## config.mk

```make
export PLATFORM = sky130hd
export DESIGN_NAME = tmds_channel_encoder
export DESIGN_NICKNAME = d
export VERILOG_FILES = /design/src/rtl/tmds_pkg.sv /design/src/rtl/tmds_qm_stage.sv /design/src/rtl/tmds_channel_encoder.sv
export SDC_FILE = /design/constraint.sdc
export NUM_CORES = 1
export LEC_CHECK = 0
export BUFFER_PORTS_ARGS = -buffer_cell sky130_fd_sc_hd__buf_4
export CAP_MARGIN = 30
export CORE_MARGIN = 2
export CORE_UTILIZATION = 63
export DETAILED_ROUTE_END_ITERATION = 12
export PLACE_DENSITY = 0.93
export REMOVE_ABC_BUFFERS = 1
export SLEW_MARGIN = 10
export SYNTH_ARGS = -nofsm -noshare
export SYNTH_HDL_FRONTEND = slang
export SYNTH_SLANG_ARGS = --single-unit
export TNS_END_PERCENT = 10
```

## constraint.sdc

```tcl
create_clock -name clk -period 4.9 [get_ports clk]
set_clock_uncertainty 0.2 [all_clocks]
set_input_delay 0 -clock clk [delete_from_list [all_inputs] [get_ports clk]]
set_output_delay 0 -clock clk [all_outputs]
set_load 0.01 [all_outputs]
```

## src/rtl/tmds_pkg.sv

```systemverilog
// rtl/tmds_pkg.sv - shared constants, types and helpers for the TMDS channel encoder
//
// Contents:
//   TOKEN_00..TOKEN_11 : 10-bit control tokens sent during blanking
//   tmds_disp_t        : 5-bit signed running-disparity type (range -10..+10)
//   popcount8          : number of set bits in a byte
//   tmds_token         : maps a 2-bit control code to its token
package tmds_pkg;

    localparam logic [9:0] TOKEN_00 = 10'b1101010100;
    localparam logic [9:0] TOKEN_01 = 10'b0010101011;
    localparam logic [9:0] TOKEN_10 = 10'b0101010100;
    localparam logic [9:0] TOKEN_11 = 10'b1010101011;

    typedef logic signed [4:0] tmds_disp_t;

    function automatic logic [3:0] popcount8(input logic [7:0] v);
        logic [3:0] n;
        n = 4'd0;
        for (int i = 0; i < 8; i++) begin
            n = n + {3'b000, v[i]};
        end
        return n;
    endfunction

    function automatic logic [9:0] tmds_token(input logic [1:0] code);
        logic [9:0] t;
        case (code)
            2'b00:   t = TOKEN_00;
            2'b01:   t = TOKEN_01;
            2'b10:   t = TOKEN_10;
            default: t = TOKEN_11;
        endcase
        return t;
    endfunction

endpackage

```

## src/rtl/tmds_qm_stage.sv

```systemverilog
// rtl/tmds_qm_stage.sv - stage 1 of the TMDS encoder: transition minimisation and registers
//
// Ports:
//   clk, rst_n     : pixel clock, asynchronous active-low reset
//   de, d, c       : data enable, pixel byte, control code (from the video source)
//   qm             : registered 9-bit transition-minimised word (bit 8 = 1 means XOR path)
//   n1, n0         : registered ones/zeros count of qm[7:0]
//   de_q, c_q      : de and c delayed to line up with qm
module tmds_qm_stage
    import tmds_pkg::*;
#(
    parameter logic [1:0] CTRL_RESET = 2'b00
) (
    input  logic       clk,
    input  logic       rst_n,
    input  logic       de,
    input  logic [7:0] d,
    input  logic [1:0] c,
    output logic [8:0] qm,
    output logic [3:0] n1,
    output logic [3:0] n0,
    output logic       de_q,
    output logic [1:0] c_q
);

    logic [3:0] n1d;
    logic       use_xnor;
    logic [8:0] qm_next;
    logic [3:0] n1_next;

    // XNOR chaining is chosen for ones-heavy bytes so the result has fewer transitions.
    always_comb begin
        n1d      = popcount8(d);
        use_xnor = (n1d > 4'd4) || ((n1d == 4'd4) && !d[0]);
        qm_next    = '0;
        qm_next[0] = d[0];
        for (int i = 1; i < 8; i++) begin
            qm_next[i] = use_xnor ? ~(qm_next[i-1] ^ d[i]) : (qm_next[i-1] ^ d[i]);
        end
        qm_next[8] = ~use_xnor;
        n1_next    = popcount8(qm_next[7:0]);
    end

    always_ff @(posedge clk or negedge rst_n) begin
        if (!rst_n) begin
            qm   <= '0;
            n1   <= '0;
            n0   <= '0;
            de_q <= 1'b0;
            c_q  <= CTRL_RESET;
        end else begin
            qm   <= qm_next;
            n1   <= n1_next;
            n0   <= 4'd8 - n1_next;
            de_q <= de;
            c_q  <= c;
        end
    end

endmodule

```

## src/rtl/tmds_channel_encoder.sv

```systemverilog
// rtl/tmds_channel_encoder.sv - single-channel TMDS 8b/10b encoder with running disparity
//
// Ports:
//   clk   : pixel clock, all logic on the rising edge
//   rst_n : asynchronous active-low reset
//   de    : 1 = encode d, 0 = send the control token for c
//   d     : pixel byte
//   c     : control code {c1,c0}
//   q     : 10-bit TMDS symbol, bit 0 sent first (2-cycle latency)
//   disp  : signed running disparity after q
module tmds_channel_encoder
    import tmds_pkg::*;
#(
    parameter logic [1:0] CTRL_RESET = 2'b00
) (
    input  logic       clk,
    input  logic       rst_n,
    input  logic       de,
    input  logic [7:0] d,
    input  logic [1:0] c,
    output logic [9:0] q,
    output tmds_disp_t disp
);

    logic [8:0] qm;
    logic [3:0] n1;
    logic [3:0] n0;
    logic       de_q;
    logic [1:0] c_q;

    tmds_qm_stage #(
        .CTRL_RESET(CTRL_RESET)
    ) u_qm_stage (
        .clk  (clk),
        .rst_n(rst_n),
        .de   (de),
        .d    (d),
        .c    (c),
        .qm   (qm),
        .n1   (n1),
        .n0   (n0),
        .de_q (de_q),
        .c_q  (c_q)
    );

    logic [9:0] q_r;
    tmds_disp_t disp_r;
    logic [9:0] q_next;
    tmds_disp_t disp_next;
    tmds_disp_t n1_s;
    tmds_disp_t n0_s;
    tmds_disp_t diff;

    // Counts are 0..8, so a zero-extended 5-bit signed value holds them exactly.
    always_comb begin
        n1_s      = $signed({1'b0, n1});
        n0_s      = $signed({1'b0, n0});
        diff      = n1_s - n0_s;
        q_next    = tmds_token(c_q);
        disp_next = 5'sd0;
        if (de_q) begin
            if ((disp_r == 5'sd0) || (n1 == n0)) begin
                // Balanced word or no history: pick inversion from qm[8] alone.
                q_next    = {~qm[8], qm[8], qm[8] ? qm[7:0] : ~qm[7:0]};
                disp_next = disp_r + (qm[8] ? diff : -diff);
            end else if (((disp_r > 5'sd0) && (n1 > n0)) || ((disp_r < 5'sd0) && (n0 > n1))) begin
                // Word would push disparity further the same way: invert it.
                q_next    = {1'b1, qm[8], ~qm[7:0]};
                disp_next = disp_r + (qm[8] ? 5'sd2 : 5'sd0) - diff;
            end else begin
                q_next    = {1'b0, qm[8], qm[7:0]};
                disp_next = disp_r + diff - (qm[8] ? 5'sd0 : 5'sd2);
            end
        end
    end

    always_ff @(posedge clk or negedge rst_n) begin
        if (!rst_n) begin
            q_r    <= tmds_token(CTRL_RESET);
            disp_r <= 5'sd0;
        end else begin
            q_r    <= q_next;
            disp_r <= disp_next;
        end
    end

    assign q    = q_r;
    assign disp = disp_r;

endmodule

```

Word-level counts from Yosys, hierarchy flattened:

Index checks and enable logic that the tools add are counted.

* register bits: 35
* word-level logic and storage cells: 82
* input bits: 13
* output and inout port bits: 15

* reductions and logical operators: 9
* bitwise logic cells: 17
* add/subtract/negate cells: 22
* multiplexer cells: 18
* equal/unequal tests: 4
* $lt $le $gt $ge: 5

Operators with widths (number)
* adder 4 x 1 -> 4 bit: 12
* two-way mux 10 bit: 3
* one-hot mux 10 bit (3 select lines): 1
* two-way mux 5 bit: 4
* adder 5 bit: 2
* inverter 1 bit: 9
* greater-than comparator 4 bit: 2
* two-way mux 8 bit: 1
* inverter 8 bit: 1
* two-way mux 1 bit: 7
* XOR 1 bit: 7
* adder 5 x 3 -> 5 bit: 1
* greater-than comparator 5 x 1 -> 1 bit (second input constant): 1
* zero test 5 bit: 1
* less-than comparator 5 x 1 -> 1 bit (second input constant): 1
* negation 5 bit: 1
* subtractor 4 x 4 -> 5 bit: 1
* subtractor 5 x 3 -> 5 bit: 1
* subtractor 5 bit: 1
* adder 1 x 1 -> 2 bit: 2
* equality test 4 x 3 -> 1 bit (second input constant): 1
* equality test 4 bit: 1
* greater-than comparator 4 x 3 -> 1 bit (second input constant): 1
* two-way mux 2 bit: 2
* other kinds (7): 11

Depth between registers and ports, before layout:

* depth after elaboration: 31
* depth in mapped cells: 21
* mapped depth without buffers: 21

Cells and area by module:

Synthesis repeated with hierarchy kept, for this count alone.

* cells, all modules: 242
* area total of the unflattened synthesis: 2651.3 µm²

Modules (own cells, without submodules)
* tmds_channel_encoder: area each 1612.8 µm², cells an instance 170, times used 1, sequential area each 381.6 µm²
* tmds_qm_stage: area each 1038.5 µm², cells an instance 72, times used 1, sequential area each 475.5 µm²

Worst setup path before layout:

No wires, ideal clock.

* path type: input to register
* from: in d[0]
* to: reg u_qm_stage.n0[2]
* buffers on the path: 0
* arrival time: 5.494 ns
* cell stages on the path: 21
* data required time: 4.573 ns
* setup slack: -0.921 ns
* library setup time: 0.127 ns
* path through: ha_1 > inv_1 > fa_1 > fa_1 > inv_1 > fa_1 > fa_1 > nor3b_1 > o21ai_0 > a21oi_2 > xnor2_1 > ha_1 > inv_1 > fa_1 > inv_1 > fa_1 > fa_1 > fa_1 > inv_1 > ha_1 > xnor2_1

* cells in the longest elaborated chain, start to end: 31
* elaborated cells between the ends (all ways): 41
* those cells by class: add/sub (15); order compare (1); eq/ne (1); mux (7); bitwise (14); reduce/logical (3)

Ends and longest elaborated chain
* start, declared: line tmds_channel_encoder.sv:19 `input logic [7:0] d,`
* branches (longest 10 deep; another with adder 4 x 1 -> 4 bit)
* two-way mux 1 bit *: line tmds_qm_stage.sv:38 `qm_next[i] = use_xnor ? ~(qm_next[i-1] ^ d[i]) : (qm_next[i-1] ^ d[i]);`
* named net u_qm_stage.qm_next[1]: line tmds_qm_stage.sv:28 `logic [8:0] qm_next;`
* branches (longest 18 deep; another with adder 4 x 1 -> 4 bit)
* adder 4 x 1 -> 4 bit *: line tmds_pkg.sv:21 `n = n + {3'b000, v[i]};`
* named net u_qm_stage.n1_next[1]: line tmds_qm_stage.sv:29 `logic [3:0] n1_next;`
* subtractor 4 bit *: line tmds_qm_stage.sv:54 `n0 <= 4'd8 - n1_next;`
* end signal, assigned: line tmds_qm_stage.sv:54
* end, declared: line tmds_qm_stage.sv:21 `output logic [3:0] n0,`

Mark *: on every way through the listed nets, which the timed path passes.

Final worst setup path:

Ends and elaborated chain as after synthesis.

==> flow_summary.json <==
{
  "relSlewSlack_pct": 67.3,
  "synth_top_area_cell": "dfrtp_1",
  "hold_path_class": "input pin to flip-flop",
  "end_kind": "flip-flop",
  "period_share_pct": 118,
  "final_common_cell": "buf_4",
  "synth-seq-cells": 33,
  "cp.arrival_ns": 5.76,
  "path_cells": "buf_8 -> ha_4 -> inv_2 -> fa_1 -> fa_1 -> inv_2 -> fa_2 -> fa_1 -> nor3b_2 -> o21ai_2 -> a21oi_2 -> xnor2_2 -> ha_1 -> inv_2 -> fa_1 -> inv_2 -> fa_1 -> fa_2 -> fa_2 -> inv_2 -> ha_4 -> xnor2_1",
  "hold_path_end": "u_qm_stage.qm[5]",
  "min_from": "d[5]",
  "die_height_um": 66.0,
  "rsz0062_at_grt": "true",
  "rrSetupSlack_ns": 0.96,
  "cpPeakStageDelay_ns": 0.59,
  "path_class": "input pin to flip-flop",
  "use_met2_pct": 58.5,
  "antenna_cells": 0,
  "clock_latency_ns": 0.30,
  "critical_path.startpoint_type": "input pin",
  "clock.fmax_mhz": 173,
  "drt-total-wl_um": 7450,
  "drtPass1Iterations": 5,
  "htreeDepth": 2,
  "cts_tree": "built",
  "violations": "negative setup slack",
  "seq_area_frac_synth_pct": 34.3,
  "timing.final.hold_violations": 0,
  "viasPerCell": 5.88,
  "critPathTopFamily": "adder cells",
  "drc_errors": 0,
  "gp_congestion": 0.818,
  "final_cell_mix": "buf_4, inv_1, dfrtp_1",
  "cts_made_buffers": 5,
  "yosysWarnings": 0,
  "fillCellCount": 133,
  "drtIter0Drc": 355,
  "drv_slew": 0,
  "antenna_found_initial": 0,
  "tns_ns": -4.71,
  "synth_top_area_share_pct": 28.9,
  "hpwl_um": 3380,
  "placedCellCount": 303,
  "final_area_um2": 3370,
  "boundaryPins": 28,
  "placed_area_um2": 2780,
  "die_w_um": 66.0,
  "synth.avg_cell_area_um2": 11.2,
  "status": "finished with violations",
  "cp_num_buf_inv": 6,
  "final_nets": 354,
  "drive_gt1_share_pct": 37.2,
  "cts-root-buf": "clkbuf_8",
  "grt_busiest_layer": "met2",
  "port_buffers": 27,
  "critPathSlowestCell": "fa_2",
  "reg2reg_from": "u_qm_stage.n1[1]",
  "grt_start_max_net_pins": 23,
  "cts_num_sinks": 33,
  "finalSetupViolations": 7,
  "grt_pass1_wl_um": 10500,
  "reg2reg_depth": 14,
  "grt_util_all_layers_pct": 34.0,
  "min_period_ns": 5.77,
  "grtUsageMet1_pct": 37.5,
  "clkTransAtPathRegs_ns": 0.07,
  "tightest_slew_ns": 0.490,
  "post-route-util_pct": 91.4,
  "worstPathRequired_ns": 4.89,
  "dr_total_vias": 2053,
  "synthesis.area_um2": 2420,
  "fin_ws_ns": -0.874,
  "r2r-end": "disp[4]",
  "die-area_um2": 4360,
  "num_rows": 22,
  "grt_use_met3_pct": 9.03,
  "grt_pass1_vias": 2122,
  "avgRoutedWirePerCell_um": 21.4,
  "fp.coreArea_um2": 3690,
  "synth_cells": 216,
  "clock_path_buffers": 2,
  "holdPathStages": 4,
  "gr-total-overflow": 0,
  "stdcell_count": 349,
  "area_growth_pct": 39.1,
  "crit_fanout": 3,
  "synthTopCellsByArea": "dfrtp_1, ha_1, fa_1",
  "postRouteAntennaNets": 0,
  "max_cap_violations": 0,
  "synth_cell_types": 44,
  "start_util_pct": 65.7
}
## final cells by class
| type | instances | area (µm²) | share of cell area [%] |
|---|---|---|---|
| Clock inverter | 1 | 30.0 | 0.891 |
| Clock buffer | 7 | 86.3 | 2.56 |
| Tap cell | 48 | 60.1 | 1.78 |
| Inverter | 36 | 135 | 4.01 |
| Sequential cell | 33 | 832 | 24.7 |
| Timing Repair Buffer | 79 | 713 | 21.2 |
| Multi-Input combinational cell | 145 | 1510 | 44.9 |
## how the worst max path moves through the flow
stage | start | to | cells past startpoint
2_1_floorplan | d[0] | u_qm_stage.n0[2] | 21
3_3_place_gp | d[0] | u_qm_stage.n0[2] | 22
3_5_place_dp | d[0] | u_qm_stage.n0[3] | 22
4_1_cts | d[0] | u_qm_stage.n0[2] | 22
5_1_grt | d[0] | u_qm_stage.n0[2] | 22
6_report | d[0] | u_qm_stage.n0[2] | 22
## cells by family (layout without fill, tap and decap cells)
group           count (synthesis)  count (layout)  share of synthesized area [%]
buf+inv                        38             123                           5.94
simple gates                   33              33                           8.42
flops                          33              33                           34.3
fa+ha+maj                      41              41                           25.2
mux                             5               5                           2.63
xor+xnor                       32              32                           12.8
compound gates                 34              34                           10.6
## routing by layer
layer	up-vias	routed length, µm
li1	868	-
met1	1003	2670
met2	142	3830
met3	40	563
met4	0	391
met5	-	0
## through the flow
step	worst slack, ns	hold WS (ns)
final	-0.874	0.115
after global routing	-0.936	0.116
after CTS	-0.741	0.0742
after detailed placement	-1.18	-0.249
after global placement	-0.963	-0.255
after floorplan	-0.921	-0.496
## worst reg2reg max path, cell delays in order (launching register included)
cell and delay [ns]:
dfrtp_1 0.36, inv_1 0.06, ha_1 0.44, o21ai_2 0.30, or2b_1 0.30, xnor2_1 0.35
ha_1 0.32, inv_1 0.10, ha_1 0.28, a21oi_1 0.16, nand2_1 0.09, xor2_1 0.20
o22ai_2 0.12, nor4_1 0.43, nor3b_2 0.09
## cell usage after synthesis (all sizes together)
cell    number
a211oi       1
a21o        12
nand4b       1
fa          13
nand2        5
xor2        21
or3          1
nor3         4
nor2b        1
mux2         1
and3         1
a21oi       12
nor4         2
xnor2       11
mux2i        4
o22ai        2
inv         36
dfstp        5
nor2        11
o221a        1
nor3b        3
ha          28
o31ai        1
nand3b       2
or2b         1
o211ai       1
clkbuf       1
buf          1
and2         1
dfrtp       28
o21ai        4
## timing repair
item                                   in CTS  in global routing
hold buffers                               12                  0
setup endpoints to repair                   6                  7
gates resized for setup                    23                 18
setup buffers                              26                  0
endpoints found under the hold margin      41                  0
cloned                                      0                  0
pin swaps                                  17                 12
## sequential cells by signal (all words and copies together) (netlist names)
signal,cells
u_qm_stage.qm,9
q,10
u_qm_stage.c_q,2
u_qm_stage.n1,3
u_qm_stage.de_q,1
u_qm_stage.n0,3
disp,5
Power is not shown: default switching activity piles up to over one toggle a cycle in this logic, so the estimate is an artifact.
